`config.mk`:
```
export PLATFORM = sky130hd
export DESIGN_NAME = client_tx
export DESIGN_NICKNAME = d
export VERILOG_FILES = /design/src/rtl/client_tx.sv
export SDC_FILE = /design/constraint.sdc
export NUM_CORES = 2
export LEC_CHECK = 0
export ABC_AREA = 0
export BUFFER_PORTS_ARGS = -buffer_cell sky130_fd_sc_hd__buf_2
export CAP_MARGIN = 20
export CORE_UTILIZATION = 64
export DETAILED_ROUTE_END_ITERATION = 16
export GPL_ROUTABILITY_DRIVEN = 0
export PLACE_DENSITY = 0.84
export RECOVER_POWER = 50
export SLEW_MARGIN = 20
export SYNTH_ARGS = -nofsm -noshare
export SYNTH_HDL_FRONTEND = slang
export SYNTH_SLANG_ARGS = --single-unit
```
`constraint.sdc`:
```
create_clock -name clk -period 21.8 [get_ports clk]
set_clock_uncertainty 0.1 [all_clocks]
set_input_delay 0 -clock clk [delete_from_list [all_inputs] [get_ports clk]]
set_output_delay 0 -clock clk [all_outputs]
set_load 0.03 [all_outputs]
```
`src/rtl/client_tx.sv`:
```
// client_tx: AXI-Stream transmitter draining a local operand FIFO onto an AXIS master.
// Define CLIENT_TX_STORE_FWD_EN to start a packet only once all of it is buffered.
module client_tx #(
   parameter int DATAW      = 128,
   parameter int AXIS_DATAW = 512,
   parameter int FIFO_DEPTH = 16,
   parameter int CNTW       = 16
) (
   input  logic                            clk,
   input  logic                            rst,
   input  logic [DATAW-1:0]                client_tdata,
   input  logic                            client_tlast,
   input  logic                            client_valid,
   output logic                            client_ready,
   output logic                            axis_client_interface_tvalid,
   output logic                            axis_client_interface_tlast,
   output logic [AXIS_DATAW-1:0]           axis_client_interface_tdata,
   input  logic                            axis_client_interface_tready,
   output logic [$clog2(FIFO_DEPTH+1)-1:0] fifo_count,
   output logic [CNTW-1:0]                 beats_sent,
   output logic [CNTW-1:0]                 packets_sent
);
   localparam int AW = $clog2(FIFO_DEPTH);
   localparam int CW = $clog2(FIFO_DEPTH+1);

   typedef enum logic {OUT_EMPTY, OUT_FULL} out_state_e;

   logic [DATAW:0]   mem_q [FIFO_DEPTH];
   logic [AW-1:0]    wr_ptr_q, wr_ptr_d, rd_ptr_q, rd_ptr_d;
   logic [CW-1:0]    count_q, count_d;
   logic             ready_q;
   out_state_e       state_q;
   logic [DATAW-1:0] data_q;
   logic             last_q;
   logic [CNTW-1:0]  beats_q, packets_q;
   logic [DATAW:0]   head;
   logic             push, pop, handshake, load_ok;

   assign head      = mem_q[rd_ptr_q];
   assign push      = client_valid && ready_q;
   assign handshake = (state_q == OUT_FULL) && axis_client_interface_tready;
   assign pop       = (count_q != '0) && load_ok &&
                      ((state_q == OUT_EMPTY) || axis_client_interface_tready);

`ifdef CLIENT_TX_STORE_FWD_EN
   // Packets whose tlast is already buffered; a packet is only started once it is complete.
   logic [CW-1:0] pkts_q, pkts_d;

   assign load_ok = (pkts_q != '0);

   always_comb begin
      pkts_d = pkts_q;
      if (push && client_tlast) pkts_d = pkts_d + CW'(1);
      if (pop && head[DATAW])   pkts_d = pkts_d - CW'(1);
   end

   always_ff @(posedge clk) begin
      if (!rst) pkts_q <= '0;
      else      pkts_q <= pkts_d;
   end
`else
   assign load_ok = 1'b1;
`endif

   // NOTE: storage has no reset; the pointers and count alone decide which entries are valid.
   always_ff @(posedge clk) begin
      if (push) mem_q[wr_ptr_q] <= {client_tlast, client_tdata};
   end

   // NOTE: combinational next-state gets a default for every output first, so no latch forms.
   always_comb begin
      wr_ptr_d = wr_ptr_q;
      rd_ptr_d = rd_ptr_q;
      count_d  = count_q;
      if (push) wr_ptr_d = wr_ptr_q + AW'(1);
      if (pop)  rd_ptr_d = rd_ptr_q + AW'(1);
      case ({push, pop})
         2'b10:   count_d = count_q + CW'(1);
         2'b01:   count_d = count_q - CW'(1);
         default: count_d = count_q;
      endcase
   end

   // NOTE: sequential state uses non-blocking assignments only.
   always_ff @(posedge clk) begin
      if (!rst) begin
         wr_ptr_q <= '0;
         rd_ptr_q <= '0;
         count_q  <= '0;
         ready_q  <= 1'b0;
      end else begin
         wr_ptr_q <= wr_ptr_d;
         rd_ptr_q <= rd_ptr_d;
         count_q  <= count_d;
         ready_q  <= (count_d < CW'(FIFO_DEPTH));
      end
   end

   always_ff @(posedge clk) begin
      if (!rst) begin
         state_q   <= OUT_EMPTY;
         data_q    <= '0;
         last_q    <= 1'b0;
         beats_q   <= '0;
         packets_q <= '0;
      end else begin
         if (handshake) begin
            beats_q <= beats_q + CNTW'(1);
            if (last_q) packets_q <= packets_q + CNTW'(1);
         end
         case (state_q)
            OUT_EMPTY: begin
               if (pop) begin
                  data_q  <= head[DATAW-1:0];
                  last_q  <= head[DATAW];
                  state_q <= OUT_FULL;
               end
            end
            OUT_FULL: begin
               if (handshake) begin
                  if (pop) begin
                     data_q <= head[DATAW-1:0];
                     last_q <= head[DATAW];
                  end else begin
                     state_q <= OUT_EMPTY;
                  end
               end
            end
            default: state_q <= OUT_EMPTY;
         endcase
      end
   end

   assign client_ready                 = ready_q;
   assign axis_client_interface_tvalid = (state_q == OUT_FULL);
   assign axis_client_interface_tlast  = last_q;
   assign fifo_count                   = count_q;
   assign beats_sent                   = beats_q;
   assign packets_sent                 = packets_q;

   generate
      if (AXIS_DATAW > DATAW) begin : g_pad
         assign axis_client_interface_tdata = {{(AXIS_DATAW-DATAW){1'b0}}, data_q};
      end else begin : g_nopad
         assign axis_client_interface_tdata = data_q;
      end
   endgenerate

endmodule

```
==> flow_summary.ini <==
[sta]
tightestPinTransition_ns = 5.73
finalSetupViolations = 0
rsz0062_at_grt = no
final-hold-violation-count = 0
min_period_over_period = 0.335
fmaxAchievable_mhz = 137
period_needed_ns = 7.31
setup_ws_ns = 14.49
slew_viol_final = 116
slew_headroom = -2.82
fin_tns_setup_ns = 0

[worst_setup_path]
r2r_slack_ns = 17.35
worstRegToRegCells = 5
cp.required_ns = 22.43
reg2reg_to = data_q[45]$_SDFFE_PN0P_
critPathLaunchType = input pin
crit_path_max_fanout = 69
arrival_ns = 7.94
endpoint = data_q[57]$_SDFFE_PN0P_
cp-end-kind = register
crit_type = input pin to register
critPathLaunch = rst

[pwr]
leakage_nw = 31.2
comb_power_share = 0.191
p_seq_frac = 0.469
switching_share = 0.285
ir_worst_vdd_uv = 103
power.internal_w = 0.00778
clockPowerShare = 0.340
p_switching_w = 0.00310
power.density_nw_per_um2 = 111

[floorplan]
coreArea_sq_um = 134000
die_h_um = 370
die_w_um = 370
initial_core_util = 0.648
rows = 134
ios = 685
die-area_sq_um = 137000

[route]
drtIter0Drc = 5348
drc = 0
vias = 43900
drt.antenna.violating_nets = 0
wire_per_inst_um = 31.5
wl_um = 210000
avgViaCountPerCell = 6.57
drt-pass1-iter-count = 6

[layout]
final_cell_mix = edfxtp_1 (2064), mux4_2 (516), conb_1 (384)
post-route-util = 0.733
nets = 4861
final_cells = 6679
synthToLayoutAreaGrowth_pct = 13.1
post-route-cell-area_sq_um = 98200
final_common_cell = edfxtp_1
drive_above_1_share = 0.206

[global_route]
grt_max_degree = 163
antenna_found_initial = 15
grt_pass1_vias = 45400
grt_util_all_layers = 0.310
grt_pass1_wl_um = 303000
grt.overflow.total = 0

[yosys]
synth_top_family_by_area = multiplexers
synth_cell_types = 43
synth_area_leaders = edfxtp_1 (71%), mux4_2 (13%), dfxtp_1 (4.2%)
synthXorXnorAreaFrac = 0.00242
synth_compound_area_frac = 0.0160
yosys.area.top_type_share = 0.714
yosys_warnings = 0
synth_seq_area_share = 0.756
avgSynthCellArea_sq_um = 21.1
synth_top_area_cell = edfxtp_1
synth_cells = 4107
synthSimpleGateAreaFrac = 0.0156
ys_ff_latch = 2244
synth_area_sq_um = 86800
synthMuxAreaShare = 0.164
synth_adder_area_share = 0.00159

[clock_tree]
cts_resized = 0
clk_pin_slew_ns = 0.06
clk_path_buf_depth = 3
cts_tree = built
cts_max_level = 4
cts-root-buf = clkbuf_16
numCtsBuffers = 208
cts_sinks = 2244
insertion_delay_ns = 0.86

[place]
place_ws_ns = 17.39
placed_area_sq_um = 88900
port_buffers = 300
dp_hpwl_um = 94900
dp_cells = 6024

[status]
violations = capacitance limit, slew limit
status = finished, violations left

[run]
cap_violations = 2

[min_path]
hold_class = input pin to register
cells in the mapped netlist:
| master | instances |
|---|---|
| nand2b_1 | 5 |
| buf_4 | 392 |
| o31ai_1 | 5 |
| buf_2 | 81 |
| nand4_1 | 10 |
| or4_1 | 5 |
| a31oi_1 | 1 |
| conb_1 | 1 |
| o21ai_4 | 1 |
| mux4_2 | 516 |
| edfxtp_1 | 2064 |
| and2_1 | 2 |
| nand3_2 | 1 |
| xor2_1 | 17 |
| ha_1 | 11 |
| buf_6 | 1 |
| nor2b_1 | 2 |
| buf_1 | 28 |
| o21a_1 | 2 |
| nor4_1 | 3 |
| clkbuf_1 | 96 |
| o221ai_1 | 129 |
| or4_4 | 1 |
| o311ai_0 | 1 |
| nand2_1 | 25 |
| clkinv_1 | 1 |
| a21boi_0 | 1 |
| or3b_2 | 1 |
| a21oi_1 | 20 |
| nor3_1 | 8 |
| xnor2_1 | 7 |
| nor2_1 | 40 |
| inv_2 | 1 |
| and4_1 | 3 |
| o21ai_0 | 8 |
| inv_1 | 7 |
| nand3b_1 | 2 |
| nand3_1 | 145 |
| and3_1 | 6 |
| or3_1 | 10 |
| mux2i_1 | 263 |
| o211ai_1 | 4 |
| dfxtp_1 | 180 |
registers in the layout, indices dropped and copies added, names as in the netlist, 4 cells and up, named ones only:
| name | count |
|---|---|
| rd_ptr_q | 4 |
| packets_sent | 16 |
| mem_q | 2064 |
| data_q | 128 |
| wr_ptr_q | 4 |
| fifo_count | 4 |
| beats_sent | 16 |
logic make-up after synthesis:
family | after synthesis
AO/OA/AOI/OAI | 172
XOR/XNOR | 24
adder cells (fa/ha/maj) | 11
buffers and inverters | 607
flip-flops | 2244
multiplexers | 779
other | 1
AND/OR/NAND/NOR | 269
metrics by stage:
stage | hold slack (ns) | power (W)
3_5_place_dp | 0.273 | 0.00721
4_1_cts | 0.000389 | 0.0109
6_report | 0.0946 | 0.0109
3_3_place_gp | 0.262 | 0.00716
2_1_floorplan | -0.00113 | 0.00667
5_1_grt | 0.131 | 0.0112
layout make-up:
class	instances	area, sq um
antenna	9	22.5
clock buffer	300	5890
clock inverter	95	1120
fill	7238	35800
inverter	9	33.8
multi-input combinational	1639	18900
sequential	2244	65600
tap	1768	2210
timing repair buffer	615	4410
per-layer routing:
layer / wire, um / vias to the layer above / share of wire / GRT usage
li1: - / 17400 / - / -
met4: 9380 / 6 / 0.045 / 0.139
met5: 37 / - / 0.00018 / 0
met2: 109000 / 3171 / 0.52 / 0.520
met1: 71200 / 22700 / 0.34 / 0.401
met3: 21000 / 607 / 0.10 / 0.0530
worst min-delay path by stage:
stage / start / end / slack, ns / cells after the start
2_1_floorplan: client_tdata[0] / mem_q[0][0]$_DFFE_PP_ / -0.001 / 0
3_3_place_gp: client_tdata[114] / mem_q[12][114]$_DFFE_PP_ / 0.26 / 1
3_5_place_dp: client_tdata[57] / mem_q[8][57]$_DFFE_PP_ / 0.27 / 1
4_1_cts: client_tdata[76] / mem_q[7][76]$_DFFE_PP_ / 0.0004 / 2
5_1_grt: axis_client_interface_tready / axis_client_interface_tvalid$_SDFF_PN0_ / 0.13 / 4
6_report: axis_client_interface_tready / packets_sent[1]$_SDFFE_PN0P_ / 0.09 / 5
power by group through the flow:
stage / clock, W / sequential (W) / combinational, W
after global placement: 0 / 0.00517 / 0.00199
after global routing: 0.00388 / 0.00511 / 0.00219
after CTS: 0.00372 / 0.00510 / 0.00211
after floorplan: 0 / 0.00534 / 0.00134
after detailed placement: 0 / 0.00518 / 0.00203
final: 0.00370 / 0.00510 / 0.00208
worst max-delay path: stages:
cell and delay [ns]:
dlygate4sd3_1 0.54, clkbuf_1 3.97, clkinv_1 0.44, clkbuf_1 0.98
or3_4 0.98, buf_4 0.55, o221ai_1 0.39
timing repair:
action,in CTS,in global routing
hold buffers,250,0
buffers inserted,0,0
hold endpoints to repair,2162,0
No activity file was read; power rests on OpenSTA's default activity.
